$ cat config.mk
export PLATFORM = sky130hd
export DESIGN_NAME = register_file_sb
export DESIGN_NICKNAME = d
export VERILOG_FILES = /design/src/rtl/register_file_sb.sv
export SDC_FILE = /design/constraint.sdc
export NUM_CORES = 1
export LEC_CHECK = 0
export CORE_MARGIN = 2
export CORE_UTILIZATION = 58
export CTS_CLUSTER_SIZE = 14
export DETAILED_ROUTE_END_ITERATION = 16
export DONT_BUFFER_PORTS = 1
export PLACE_DENSITY = 0.74
export SETUP_SLACK_MARGIN = 0.5
export SYNTH_ARGS = -nofsm -noshare
export SYNTH_HDL_FRONTEND = slang
export SYNTH_SLANG_ARGS = --single-unit
$ cat constraint.sdc
create_clock -name clk -period 4.05 [get_ports clk]
set_clock_uncertainty 0.1 [all_clocks]
set_input_delay 1.215 -clock clk [delete_from_list [all_inputs] [get_ports clk]]
set_output_delay 1.215 -clock clk [all_outputs]
set_load 0.05 [all_outputs]
$ cat src/rtl/register_file_sb.sv
// Register file with two combinational read ports, one write port, optional write-through
// bypass, optional hardwired-zero R0 and a per-register pending-write scoreboard.
module register_file_sb #(
  parameter int unsigned WIDTH    = 24,
  parameter int unsigned ADDR_W   = 3,
  parameter int unsigned ZERO_REG = 1,
  parameter int unsigned BYPASS   = 1
) (
  input  logic                   clk,
  input  logic                   reset,
  input  logic [ADDR_W-1:0]      Ra,
  input  logic [ADDR_W-1:0]      Rb,
  output logic [WIDTH-1:0]       BusA,
  output logic [WIDTH-1:0]       BusB,
  input  logic [ADDR_W-1:0]      Rw,
  input  logic                   enWrite,
  input  logic [WIDTH-1:0]       BusW,
  input  logic                   resvEn,
  input  logic [ADDR_W-1:0]      resvReg,
  output logic                   stallA,
  output logic                   stallB,
  output logic [(2**ADDR_W)-1:0] pendMask,
  output logic                   errDbl
);

  localparam int unsigned DEPTH   = 2 ** ADDR_W;
  localparam bit          ZeroEn  = (ZERO_REG != 0);
  localparam bit          BypEn   = (BYPASS != 0);

  logic [WIDTH-1:0] regs_q [DEPTH];
  logic [WIDTH-1:0] regs_d [DEPTH];
  logic [DEPTH-1:0] pend_q, pend_d;
  logic             err_dbl_q, err_dbl_d;

  logic wr_eff, rs_eff;
  logic byp_a, byp_b;

  assign wr_eff = enWrite && !(ZeroEn && (Rw == '0));
  assign rs_eff = resvEn && !(ZeroEn && (resvReg == '0));

  // The write clears pending first so a same-cycle reservation for the new producer wins.
  always_comb begin
    regs_d    = regs_q;
    pend_d    = pend_q;
    err_dbl_d = err_dbl_q;
    if (wr_eff) begin
      regs_d[Rw] = BusW;
      pend_d[Rw] = 1'b0;
    end
    if (rs_eff) begin
      pend_d[resvReg] = 1'b1;
      if (pend_q[resvReg] && !(wr_eff && (Rw == resvReg))) begin
        err_dbl_d = 1'b1;
      end
    end
  end

  always_ff @(posedge clk) begin
    if (reset) begin
      for (int i = 0; i < DEPTH; i++) begin
        regs_q[i] <= '0;
      end
      pend_q    <= '0;
      err_dbl_q <= 1'b0;
    end else begin
      regs_q    <= regs_d;
      pend_q    <= pend_d;
      err_dbl_q <= err_dbl_d;
    end
  end

  assign byp_a = BypEn && wr_eff && (Rw == Ra);
  assign byp_b = BypEn && wr_eff && (Rw == Rb);

  always_comb begin
    BusA = regs_q[Ra];
    if (byp_a) begin
      BusA = BusW;
    end
    if (ZeroEn && (Ra == '0)) begin
      BusA = '0;
    end
  end

  always_comb begin
    BusB = regs_q[Rb];
    if (byp_b) begin
      BusB = BusW;
    end
    if (ZeroEn && (Rb == '0)) begin
      BusB = '0;
    end
  end

  assign stallA   = pend_q[Ra] && !byp_a;
  assign stallB   = pend_q[Rb] && !byp_b;
  assign pendMask = pend_q;
  assign errDbl   = err_dbl_q;

endmodule

==> results.yml, run 1 <==
detailed_routing:
  drtIter0Drc: 1589
  wl_per_cell_um: 22.5
  vias_per_cell: 6.51
  vias: 10600
  dr.pass1.iters: 6
  antenna_left: 0
  route.detailed.drc: 0
  routed_wl_mm: 36.7
clocking:
  clock_latency_ns: 0.52
  hold_buffers: 0
  clock_path_buffers: 3
  cts.sinks: 201
  cts_buffers: 22
  cts_htree_levels: 1
  clk_pin_slew_ns: 0.06
  cts_tree: "built"
  cts_root_buffer: "clkbuf_16"
global_routing:
  grt_util_met3: 0.0611
  grt_pass1_wl_mm: 55.4
  use_met1: 0.469
  globalRouteMet2Util: 0.559
  overflow: 0
  top_usage_layer: "met2"
  grt_pass1_vias: 10200
  track_usage: 0.352
  antenna_found_initial: 0
  grt_max_degree: 202
power_and_ir_drop:
  peakVddDrop_mv: 0.256
  clockPowerShare: 0.390
  p_leak_uw: 0.00512
  sequentialPowerShare: 0.404
  p_switching_uw: 1430
  power.internal_uw: 3660
  combPwrFrac: 0.206
  switching_share: 0.280
  power.density_mw_per_mm2: 372
logic_synthesis:
  synthCells: 1398
  synth_area_leader_cell: "dfxtp_1"
  yosys_warnings: 0
  synth_seq_cells: 201
  netlist-cell-type-count: 31
  syn_nets: 1438
  netlist_area_mm2: 0.0109
  syn_avg_cell_area_um2: 7.79
  ys_top_cells_by_area: "dfxtp_1 37%, mux2i_1 18%, nand2_1 13%, a21oi_1 10%, a22oi_1 6.8%"
  ys_seq_area_frac: 0.370
  netlist.area_leader.share: 0.370
setup_path:
  path_max_fanout: 99
  r2r-start: "pendMask[3]"
  rrSetupSlack_ns: 2.48
  startpoint: "Ra[2]"
  critPathRequiredTime_ns: 2.73
  critPathLaunchType: "primary input"
  worst_ep_arrival_time_ns: 2.67
  r2r_end: "errDbl"
  crit_type: "in2out"
  cp-end-kind: "output pin"
  reg2reg_depth: 3
timing:
  hold_viol_final: 0
  max-slew-margin-rel: 0.571
  setup_viol: 0
  tightestPinTransition_ns: 0.643
  slew_violations: 0
  whs_ns: 0.366
  rsz0062_at_grt: "true"
  period_share: 0.985
  fmax_mhz: 251
  period_needed_ns: 3.99
die:
  die_h_um: 141
  core_area_mm2: 0.0186
  die_area_mm2: 0.0199
  ios: 99
  initial_core_util: 0.586
  die_w_um: 141
  std_cell_rows: 50
finish:
  nets: 1421
  final.fill_count: 1338
  diodes: 0
  area_growth_pct: 25.7
  layout_commonest_cell: "nand2_1"
  finalNonFillerCells: 1629
  layout_common_cells: "390 x nand2_1, 201 x dfxtp_1, 194 x mux2i_1, 170 x a21oi_1, 98 x a22oi_1"
  seq_area_mm2: 0.00402
  drive_above_1_share: 0.167
  multi_input_area_mm2: 0.00698
worst_hold_path:
  whs_endpoint: "regs_q[147]"
  hold_class: "reg2reg"
  hold_path_startpoint: "regs_q[147]"
  min_path_cells: 2
placement:
  portBuffers: 0
  globalplace.congestion: 0.810
  dp_hpwl_mm: 19.4
  dpl.cell_count: 1567
status:
  status: "complete, no violations"
job:
  max-cap-violations: 0
[cell families (layout without fill, tap and decap cells)]
| logic type | after synthesis | count (layout) | synth area share |
|---|---|---|---|
| buffers and inverters | 143 | 140 | 0.0612 |
| XOR/XNOR | 5 | 5 | 0.00402 |
| AO/OA/AOI/OAI | 373 | 373 | 0.196 |
| flip-flops | 201 | 201 | 0.370 |
| multiplexers | 200 | 200 | 0.190 |
| AND/OR/NAND/NOR | 476 | 476 | 0.179 |
[metal layers]
| metal | up-vias | wire length [µm] |
|---|---|---|
| met1 | 5038 | 14500 |
| met3 | 132 | 3900 |
| met5 | - | 0 |
| li1 | 4798 | - |
| met2 | 637 | 16600 |
| met4 | 0 | 1660 |
[how the worst max path moves through the flow]
stage | to | cells after the start
floorplan | BusA[0] | 7
global placement | BusB[17] | 6
detailed placement | BusB[17] | 6
CTS | BusA[0] | 7
global route | BusB[2] | 7
finish | BusA[0] | 7
[critical path: stages]
cell and delay (ns):
xnor2_4 0.21, nand3_2 0.11, or2_4 0.35, buf_12 0.16, buf_16 0.15, a21oi_4 0.21
buf_12 0.16
[sequential cells by signal (all words and copies together) (netlist names)]
name / flops
errDbl: 1
regs_q: 192
pendMask: 8
[stage by stage]
| step | TNS [ns] | instance area (µm²) | power (µW) | worst slack (ns) | util |
|---|---|---|---|---|---|
| after floorplan | 0 | 11600 | 2830 | 0.267 | - |
| after global placement | -0.488 | 12400 | 3060 | -0.0724 | 0.668 |
| after detailed placement | -0.617 | 12400 | 3070 | -0.0916 | 0.668 |
| after CTS | 0 | 13500 | 5050 | 0.237 | 0.729 |
| after global routing | 0 | 13700 | 5210 | 0.154 | 0.736 |
| final | 0 | 13700 | 5090 | 0.0614 | 0.736 |
[area by class of cell]
type                       count  area share
clock buffer                  36      0.0507
clock inverter                 2    0.000731
multi-input combinational   1054       0.510
sequential                   201       0.294
tap                          234      0.0214
timing repair buffer         102       0.123
[power by group through the flow]
stage | Clock [µW] | Sequential [µW] | Combinational (µW)
2_1_floorplan | 0 | 2090 | 737
3_3_place_gp | 0 | 2100 | 965
3_5_place_dp | 0 | 2100 | 974
4_1_cts | 1980 | 2050 | 1020
5_1_grt | 2060 | 2060 | 1080
6_report | 1980 | 2060 | 1050
[cells in the mapped netlist (all sizes together)]
cell,n
a2111oi,1
a21oi,220
a22oi,98
a32oi,4
and2,5
buf,65
clkbuf,78
dfxtp,201
mux2,1
mux2i,194
mux4,5
nand2,390
nand2b,3
nand3,5
nand3b,1
nand4,2
nor2,25
nor2b,35
nor3,1
nor3b,1
nor4,2
o211ai,1
o21ai,49
or2,3
or3,3
xnor2,5
[what timing repair did]
item	CTS	global route
pin swaps	13	10
buffers inserted	15	0
setup endpoints to repair	48	49
resized for setup	19	11
cloned	6	3
Note: power is estimated with default switching activity, not from simulation.
==> run 2: changes to the inputs <==
--- a/config.mk
+++ b/config.mk
@@ -5,6 +5,8 @@
 export SDC_FILE = /design/constraint.sdc
 export NUM_CORES = 1
 export LEC_CHECK = 0
+export ABC_AREA = 0
+export CAP_MARGIN = 20
 export CORE_MARGIN = 2
 export CORE_UTILIZATION = 58
 export CTS_CLUSTER_SIZE = 14
@@ -12,6 +14,7 @@
 export DONT_BUFFER_PORTS = 1
 export PLACE_DENSITY = 0.74
 export SETUP_SLACK_MARGIN = 0.5
+export SLEW_MARGIN = 25
 export SYNTH_ARGS = -nofsm -noshare
 export SYNTH_HDL_FRONTEND = slang
 export SYNTH_SLANG_ARGS = --single-unit
==> results of run 2 <==
No change in the layout: final DEF, timing and power equal those of run 1.
==> run 3: changes to the inputs <==
--- a/config.mk
+++ b/config.mk
@@ -6,13 +6,13 @@
 export NUM_CORES = 1
 export LEC_CHECK = 0
 export ABC_AREA = 0
+export ABC_CLOCK_PERIOD_IN_PS = 4050
 export CAP_MARGIN = 20
 export CORE_MARGIN = 2
-export CORE_UTILIZATION = 58
+export CORE_UTILIZATION = 40
 export CTS_CLUSTER_SIZE = 14
 export DETAILED_ROUTE_END_ITERATION = 16
 export DONT_BUFFER_PORTS = 1
-export PLACE_DENSITY = 0.74
 export SETUP_SLACK_MARGIN = 0.5
 export SLEW_MARGIN = 25
 export SYNTH_ARGS = -nofsm -noshare
==> results.yml, run 3 (synthesis gave the netlist of run 1 again) <==
status:
  status: "complete, no violations"
finish:
  layout_common_cells: "390 x nand2_1, 201 x dfxtp_1, 194 x mux2i_1, 170 x a21oi_1, 97 x a22oi_1"
  largest_reg_flops: 192
  seq_area_mm2: 0.00402
  largest-register: "regs_q"
  multi_input_area_mm2: 0.00694
  diodes: 0
  finalNonFillerCells: 1745
  drive_above_1_share: 0.173
  final.fill_count: 2500
  layout_commonest_cell: "nand2_1"
  nets: 1429
  area_growth_pct: 26.7
detailed_routing:
  route.detailed.drc: 0
  vias: 10100
  routed_wl_mm: 36.9
  drtIter0Drc: 966
  vias_per_cell: 5.81
  antenna_left: 0
  dr.pass1.iters: 5
  wl_per_cell_um: 21.2
placement:
  dp_hpwl_mm: 20.7
  globalplace.congestion: 0.814
  dpl.cell_count: 1678
  portBuffers: 0
  dp_worst_setup_slack_ns: -0.168
clocking:
  cts_buffers: 23
  cts.sinks: 201
  clk_pin_slew_ns: 0.06
  cts_root_buffer: "clkbuf_16"
  cts_tree: "built"
  clock_latency_ns: 0.51
  cts_htree_levels: 1
  clock_path_buffers: 3
job:
  max-cap-violations: 0
setup_path:
  r2r_end: "errDbl"
  path_cells: "xnor2_4, nand3_2, or2_4, buf_6, buf_16, a21oi_4, buf_12"
  crit_buf_inv: 3
  path_max_fanout: 99
  crit_type: "in2out"
  crit_slowest_cell: "or2_4"
  rrSetupSlack_ns: 2.36
  crit_family: "buffers and inverters"
  critPathLaunchType: "primary input"
  cpPeakStageDelay_ns: 0.36
  cp-end-kind: "output pin"
  reg2reg_depth: 3
  critPathRequiredTime_ns: 2.73
  worst_ep_arrival_time_ns: 2.55
  r2r-start: "pendMask[3]"
power_and_ir_drop:
  combPwrFrac: 0.202
  peakVddDrop_mv: 0.202
  clockPowerShare: 0.396
  p_switching_uw: 1430
  sequentialPowerShare: 0.402
  power.density_mw_per_mm2: 371
  switching_share: 0.279
  power.internal_uw: 3690
  p_leak_uw: 0.00512
global_routing:
  grt_pass1_vias: 9712
  overflow: 0
  grt_max_degree: 202
  track_usage: 0.252
  antenna_found_initial: 0
  grt_pass1_wl_mm: 56.6
timing:
  hold_viol_final: 0
  period_share: 0.954
  fmax_mhz: 259
  max-slew-margin-rel: 0.424
  period_needed_ns: 3.87
  setup_viol: 0
  worst_slack_ns: 0.184
  slew_violations: 0
  setup_tns_ns: 0
  rsz0062_at_grt: "true"
  tightestPinTransition_ns: 0.862
die:
  initial_core_util: 0.405
  die_area_mm2: 0.0286
  core_area_mm2: 0.0269
  die_h_um: 169
  ios: 99
  std_cell_rows: 60
  die_w_um: 169
worst_hold_path:
  whs_endpoint: "regs_q[161]"
  hold_class: "reg2reg"
  min_path_cells: 2
  hold_path_startpoint: "regs_q[161]"
## run 3: changes by cell type in the layout (fill, tap and decap cells not counted), sizes merged
cell      before  now
buf           99  108
bufinv         0    1
clkbuf        39   34
clkinv         2    5
clkinvlp       0    1
## run 3: final cells by class
cell class / instances / share of cell area
tap: 341 / 0.0309
clock buffer: 33 / 0.0481
sequential: 201 / 0.292
clock inverter: 7 / 0.00453
timing repair buffer: 109 / 0.122
multi-input combinational: 1054 / 0.503
## run 3: stage by stage
step                      utilization  hold WS (ns)  power, µW  cell area [µm²]
after CTS                       0.511         0.365       5120            13700
after global routing            0.513         0.382       5260            13800
after global placement          0.467         0.349       3070            12600
after floorplan                     -         0.348       2830            11600
final                           0.513         0.369       5120            13800
after detailed placement        0.467         0.358       3080            12600
## run 3: repair_timing
item                       in CTS  in global routing
buffers inserted               17                  2
pin swaps                      11                  7
gates resized for setup        25                  5
hold buffers                    0                  0
gates cloned                    7                  1
hold endpoints to repair        0                  0
setup endpoints to repair      48                 49
## run 3: routing by layer
metal  vias up  global-route usage  wire [µm]
li1       4811                   -          -
met1      4926               0.359      17000
met2       352               0.410      16800
met3        55              0.0320       2300
met4         0              0.0569        789
met5         -                   0          0
## run 3: worst max path at each step
stage,startpoint,end,cells past startpoint
floorplan,Ra[1],BusA[0],7
CTS,Rw[1],BusA[8],8
global placement,Rb[0],BusB[14],6
detailed placement,Rb[0],BusB[19],6
global route,Rw[1],BusA[8],8
finish,Ra[2],BusA[12],7
## run 3: power by group through the flow
stage               clock network (µW)  registers [µW]  logic, µW
finish                            2020            2060       1040
global route                      2120            2060       1080
CTS                               2040            2050       1030
detailed placement                   0            2100        980
global placement                     0            2100        974
floorplan                            0            2090        737
## run 3: worst register-to-register path: cells and delay by family, from the launching register on
family,cells,cell delay (ns)
DFF,1,0.51
AOI/OAI and AO/OA,1,0.44
muxes,1,0.38
and+or+nand+nor,1,0.12
